$ cat config.mk
export PLATFORM = sky130hd
export DESIGN_NAME = two_fsms_tick_to_level_flat
export DESIGN_NICKNAME = d
export VERILOG_FILES = /design/src/rtl/two_fsms_tick_to_level_if.sv /design/src/rtl/two_fsms_tick_to_level.sv /design/src/flat_wrapper.sv
export SDC_FILE = /design/constraint.sdc
export NUM_CORES = 1
export LEC_CHECK = 0
export BUFFER_PORTS_ARGS = -buffer_cell sky130_fd_sc_hd__buf_4
export CORE_MARGIN = 1
export CORE_UTILIZATION = 40
export CTS_BUF_LIST = sky130_fd_sc_hd__clkbuf_8
export CTS_CLUSTER_SIZE = 12
export DETAILED_ROUTE_END_ITERATION = 10
export SYNTH_ARGS = -nofsm -noshare
export SYNTH_HDL_FRONTEND = slang
export SYNTH_SLANG_ARGS = --single-unit
$ cat constraint.sdc
create_clock -name clk -period 1.63 [get_ports clk]
set_input_delay 0.2445 -clock clk [delete_from_list [all_inputs] [get_ports clk]]
set_output_delay 0.2445 -clock clk [all_outputs]
set_load 0.005 [all_outputs]
$ cat src/rtl/two_fsms_tick_to_level_if.sv
// Request/level bundle shared by the tick-to-level FSM pair and its driver.
interface two_fsms_tick_to_level_if;
    logic tick;
    logic Mealy_level;
    logic Moore_level;
    logic Mealy_dropped;
    logic Moore_dropped;
    logic busy;

    modport master (
        output tick,
        input  Mealy_level,
        input  Moore_level,
        input  Mealy_dropped,
        input  Moore_dropped,
        input  busy
    );

    modport slave (
        input  tick,
        output Mealy_level,
        output Moore_level,
        output Mealy_dropped,
        output Moore_dropped,
        output busy
    );
endinterface

$ cat src/rtl/two_fsms_tick_to_level.sv
// Tick-to-level stretcher: a binary Mealy FSM and a one-hot Moore FSM run
// side by side on the same tick, each with a post-pulse low gap and drop flag.
module two_fsms_tick_to_level #(
    parameter int HOLD_CYCLES = 4,
    parameter int GAP_CYCLES  = 2,
    parameter int RETRIGGER   = 1
) (
    input logic                     clk,
    input logic                     reset,
    two_fsms_tick_to_level_if.slave bus
);

    localparam int MAXV = (HOLD_CYCLES > GAP_CYCLES) ? HOLD_CYCLES : GAP_CYCLES;
    localparam int CW   = $clog2(MAXV + 1);

    localparam logic [CW-1:0] HOLD_M1 = CW'(HOLD_CYCLES - 1);
    localparam logic [CW-1:0] HOLD_M2 = (HOLD_CYCLES >= 2) ? CW'(HOLD_CYCLES - 2) : '0;
    localparam logic [CW-1:0] GAP_M1  = (GAP_CYCLES >= 1) ? CW'(GAP_CYCLES - 1) : '0;
    localparam logic [CW-1:0] ONE     = CW'(1);
    localparam bit            RETRIG  = (RETRIGGER != 0);

    typedef enum logic [1:0] {
        MEALY_IDLE,
        MEALY_HIGH,
        MEALY_GAP
    } mealy_state_e;

    typedef enum logic [2:0] {
        MOORE_IDLE = 3'b001,
        MOORE_HIGH = 3'b010,
        MOORE_GAP  = 3'b100
    } moore_state_e;

    mealy_state_e  mealy_q, mealy_d;
    moore_state_e  moore_q, moore_d;
    logic [CW-1:0] mealy_cnt_q, mealy_cnt_d;
    logic [CW-1:0] moore_cnt_q, moore_cnt_d;
    logic          mealy_drop_q, mealy_drop_d;
    logic          moore_drop_q, moore_drop_d;
    logic          mealy_level;

    always_ff @(posedge clk or posedge reset) begin
        if (reset) begin
            mealy_q      <= MEALY_IDLE;
            moore_q      <= MOORE_IDLE;
            mealy_cnt_q  <= '0;
            moore_cnt_q  <= '0;
            mealy_drop_q <= 1'b0;
            moore_drop_q <= 1'b0;
        end else begin
            mealy_q      <= mealy_d;
            moore_q      <= moore_d;
            mealy_cnt_q  <= mealy_cnt_d;
            moore_cnt_q  <= moore_cnt_d;
            mealy_drop_q <= mealy_drop_d;
            moore_drop_q <= moore_drop_d;
        end
    end

    // Mealy counts one less than Moore: the tick cycle itself is already high.
    always_comb begin
        mealy_d      = mealy_q;
        mealy_cnt_d  = mealy_cnt_q;
        mealy_drop_d = 1'b0;
        mealy_level  = 1'b0;
        case (mealy_q)
            MEALY_IDLE: begin
                mealy_level = bus.tick;
                if (bus.tick) begin
                    if (HOLD_CYCLES >= 2) begin
                        mealy_d     = MEALY_HIGH;
                        mealy_cnt_d = HOLD_M2;
                    end else if (GAP_CYCLES >= 1) begin
                        mealy_d     = MEALY_GAP;
                        mealy_cnt_d = GAP_M1;
                    end
                end
            end
            MEALY_HIGH: begin
                mealy_level = 1'b1;
                if (bus.tick && RETRIG) begin
                    mealy_cnt_d = HOLD_M2;
                end else begin
                    mealy_drop_d = bus.tick;
                    if (mealy_cnt_q == '0) begin
                        mealy_d     = (GAP_CYCLES >= 1) ? MEALY_GAP : MEALY_IDLE;
                        mealy_cnt_d = GAP_M1;
                    end else begin
                        mealy_cnt_d = mealy_cnt_q - ONE;
                    end
                end
            end
            MEALY_GAP: begin
                mealy_drop_d = bus.tick;
                if (mealy_cnt_q == '0) begin
                    mealy_d = MEALY_IDLE;
                end else begin
                    mealy_cnt_d = mealy_cnt_q - ONE;
                end
            end
            default: begin
                mealy_d     = MEALY_IDLE;
                mealy_cnt_d = '0;
            end
        endcase
    end

    // Any non-one-hot encoding lands in default and returns to IDLE.
    always_comb begin
        moore_d      = moore_q;
        moore_cnt_d  = moore_cnt_q;
        moore_drop_d = 1'b0;
        case (moore_q)
            MOORE_IDLE: begin
                if (bus.tick) begin
                    moore_d     = MOORE_HIGH;
                    moore_cnt_d = HOLD_M1;
                end
            end
            MOORE_HIGH: begin
                if (bus.tick && RETRIG) begin
                    moore_cnt_d = HOLD_M1;
                end else begin
                    moore_drop_d = bus.tick;
                    if (moore_cnt_q == '0) begin
                        moore_d     = (GAP_CYCLES >= 1) ? MOORE_GAP : MOORE_IDLE;
                        moore_cnt_d = GAP_M1;
                    end else begin
                        moore_cnt_d = moore_cnt_q - ONE;
                    end
                end
            end
            MOORE_GAP: begin
                moore_drop_d = bus.tick;
                if (moore_cnt_q == '0) begin
                    moore_d = MOORE_IDLE;
                end else begin
                    moore_cnt_d = moore_cnt_q - ONE;
                end
            end
            default: begin
                moore_d     = MOORE_IDLE;
                moore_cnt_d = '0;
            end
        endcase
    end

    assign bus.Mealy_level   = mealy_level & ~reset;
    assign bus.Moore_level   = (moore_q == MOORE_HIGH);
    assign bus.Mealy_dropped = mealy_drop_q;
    assign bus.Moore_dropped = moore_drop_q;
    assign bus.busy          = (mealy_q != MEALY_IDLE) | (moore_q != MOORE_IDLE);

endmodule
$ cat src/flat_wrapper.sv
// flat-port wrapper written by rule: the top's interface ports become plain ports
module two_fsms_tick_to_level_flat 
#(
    parameter int HOLD_CYCLES = 4,
    parameter int GAP_CYCLES  = 2,
    parameter int RETRIGGER   = 1
)
  (clk, reset, bus_tick, bus_Mealy_level, bus_Moore_level, bus_Mealy_dropped, bus_Moore_dropped, bus_busy);
  two_fsms_tick_to_level_if bus_i ();
  input logic clk;
  input logic reset;
  input wire logic [$bits(bus_i.tick)-1:0] bus_tick;
  output wire logic [$bits(bus_i.Mealy_level)-1:0] bus_Mealy_level;
  output wire logic [$bits(bus_i.Moore_level)-1:0] bus_Moore_level;
  output wire logic [$bits(bus_i.Mealy_dropped)-1:0] bus_Mealy_dropped;
  output wire logic [$bits(bus_i.Moore_dropped)-1:0] bus_Moore_dropped;
  output wire logic [$bits(bus_i.busy)-1:0] bus_busy;
  assign bus_i.tick = bus_tick;
  assign bus_Mealy_level = bus_i.Mealy_level;
  assign bus_Moore_level = bus_i.Moore_level;
  assign bus_Mealy_dropped = bus_i.Mealy_dropped;
  assign bus_Moore_dropped = bus_i.Moore_dropped;
  assign bus_busy = bus_i.busy;
  two_fsms_tick_to_level #(.HOLD_CYCLES(HOLD_CYCLES), .GAP_CYCLES(GAP_CYCLES), .RETRIGGER(RETRIGGER)) u_core (.clk(clk), .reset(reset), .bus(bus_i));
endmodule
==> impl_results.md <==
* Critical Path RT at 1.39 ns
* Clock transition at the registers of the reported paths at roughly 0.05 ns
* Synth Flop Type: dfrtp_1
* P&R area growth vs syn at 15.6%
* Crit path launch type: register
* Largest area contributor in the netlist: dfrtp_1
* Total grt overflow at 0
* Chip Height at ~49 um
* Post-synth EDFFs at 0
* Clk_skew at 0.00280 ns
* Setup-failing EPs final at 1
* Hold buffers post-CTS at 0
* CTS tree: done
* Slowest-stage cell, CP: dfstp_2
* # Post-CTS Setup Buffers at 0
* Number of synthesized register bits at 13
* Post-synth ARST share at 100%
* Hold/Removal Path Class: in2async
* Iter 0 DRT Violations at 6
* Initial antenna violation count at 0
* CP max FO at 2
* H-Tree Depth at 1
* Cell Pwr Density at 1750 nW/um^2
* Antenna cells at 0
* # nets final at between 100 and 150
* Finished Layout Cells at 130
* Leak Pwr at 0.476 nW
* Cell area after synthesis at slightly below 900 sq um
* WP buf/inv at 1
* Setup WS post-layout at -0.0241 ns
* Failing checks: setup timing
* DR WL/cell at between 10 and 15 um
* Routability Congestion at just over 0.8
* Synth top cells by count: 12 x dfrtp_1, 9 x nor2_1, 6 x a21oi_1, 6 x ha_1, 6 x inv_1
* Drt via density at 5.17
* Critical path's top delay family: flip-flops
* Cells along the critical path: nand2b_4 > or4_4 > buf_6
* IO buf count at 7
* Min Clock Period, post-route at roughly 1.7 ns
* Outcome: finished with violations
* Max_slew headroom at between 60 and 70%
* Layout cells sized above 1 at around a quarter
* Post-route clock period utilization at 101%
* CTS Buf Count at 3
* Post-CTS Resized at 0
* Worst skew pair latency at ~0.24 ns
* Final Hold Viols at 0
* Sequential share of the synthesized area at 36.7%
* Total track usage at between 10% and 20%
* WS Path Type: reg2out
* Total Wirelength at roughly 1700 um
* Yosys warnings at 0
* Post-DP HPWL at 1200 um
* Placed Instances at 126
* Rows at 16
* Clk root buf: clkbuf_8
* Tightest Pin Transition at ~0.48 ns
* Unrepaired setup endpoints after global routing: true
* First drt pass iteration count at 4
* Largest net degree at the start of global routing at 15
* Clock sink count at 13
* Syn Inst Count at about 90
* Pre-CTS setup slack at approximately 0.084 ns
* Syn Area/Cell at approximately 9.7 sq um
* Antenna viol nets, final at 0
* Total Power at about 1.8 mW
* DRC at 0
* Max-cap violations at 0
* # fillers at around 190
* Die width at roughly 49 um
* Fmax at between 600 and 700 MHz
* Fin. max-slew vios at 0
* First-pass GRT wire length at 2820 um
* Finished Core Util at around 50%
* Die area at roughly 2400 sq um
* Max stage delay on crit path at ~0.55 ns
* Count leader, synth: dfrtp_1
* Netlist cell types at 39
* Setup TNS at -0.0241 ns
* Starting Density at between 40 and 50%
* Yosys top cell area share at 33.7%
* Worst vdd ir at about 900 uV
* Syn Nets at 101
* Core Box Area at 2020 sq um
* Vias in the first global route at 625
* Vias at 672
* Max Buffers Root-to-Sink at 2
* Critical path capture point type: primary output
* Synth top area cells: dfrtp_1 34%, ha_1 8.4%, nand2b_4 4.6%
* I/O pins at 8
* Arrival @ worst endpoint at ~1.4 ns
## power by group
group,switching [mW],internal (mW),leakage [nW]
Sequential,0.100,0.438,0.164
Clock,0.111,0.166,0.0269
Combinational,0.500,0.492,0.285
Total,0.711,1.10,0.476
## through the flow
| stage | hold WS (ns) | area, sq um |
|---|---|---|
| 2_1_floorplan | 0.121 | 891 |
| 3_3_place_gp | 0.307 | 966 |
| 3_5_place_dp | 0.308 | 966 |
| 4_1_cts | 0.0419 | 1010 |
| 5_1_grt | 0.0750 | 1030 |
| 6_report | 0.0287 | 1030 |
## flip-flops by register name (all words and copies together), names as in the netlist
| signal | cells |
|---|---|
| u_core.bus.Mealy_dropped | 1 |
| u_core.bus.Moore_dropped | 1 |
| u_core.mealy_cnt_q | 3 |
| u_core.mealy_q | 2 |
| u_core.moore_cnt_q | 3 |
| u_core.moore_q | 3 |
## routing by layer
| layer | up-vias | part of all wire (%) | track usage, % |
|---|---|---|---|
| met2 | 14 | 44 | 23.5 |
| met3 | 5 | 5.1 | 4.98 |
| li1 | 345 | - | - |
| met1 | 308 | 50 | 20.3 |
| met5 | - | 0 | 0 |
| met4 | 0 | 1.1 | 4.41 |
## layout by cell type (no fill, tap or decap), types with 2 or more instances in the layout
master    synthesis  layout
nor3_1            3       3
inv_1             6       7
xnor2_1           2       2
buf_4             1      11
o21a_1            2       2
nor2_1            9       9
o21ai_0           4       4
ha_1              6       6
nand2_1           5       5
clkbuf_8          1       3
dfrtp_1          12      11
a21o_1            2       2
a21oi_1           6       6
nand2b_1          5       3
nand2b_4          3       4
## cell families after synthesis
group	count (synthesis)	share of synthesized area, %
flops	13	36.7
xor+xnor	2	1.97
simple gates	32	21.4
buf+inv	11	8.00
compound gates	27	22.5
mux	1	1.12
fa+ha+maj	6	8.43
## worst paths after layout
path	from	endpoint	slack, ns	cells after the start
setup / recovery	u_core.moore_q[0]$_DFFE_PP1P_	bus_busy	-0.02	3
hold / removal	reset	u_core.mealy_cnt_q[1]$_DFFE_PP0P_	0.03	2
setup reg to reg	u_core.moore_cnt_q[0]$_DFFE_PP0P_	u_core.moore_cnt_q[1]$_DFFE_PP0P_	0.07	6
hold reg to reg	u_core.mealy_q[1]$_DFFE_PP0P_	u_core.mealy_q[0]$_DFFE_PP0P_	0.54	1
max in group asynchronous	reset	u_core.mealy_q[1]$_DFFE_PP0P_	1.25	2
min in group clk	bus_tick	u_core.mealy_q[0]$_DFFE_PP0P_	0.34	3
## final cells by class
class | count | area (sq um) | area share [%]
multi-input combinational | 68 | 507 | 49.2
inverter | 6 | 22.5 | 2.19
clock buffer | 3 | 41.3 | 4.01
clock inverter | 1 | 3.75 | 0.365
sequential | 13 | 328 | 31.8
timing repair buffer | 12 | 93.8 | 9.11
tap | 27 | 33.8 | 3.28
## worst register-to-register path, stage by stage (launching register included)
cell,delay [ns]
dfrtp_1,0.39
inv_1,0.11
ha_1,0.27
or2_2,0.28
a21oi_1,0.14
o32a_1,0.16
o32ai_2,0.07
Note: power is estimated with default switching activity, not from simulation.
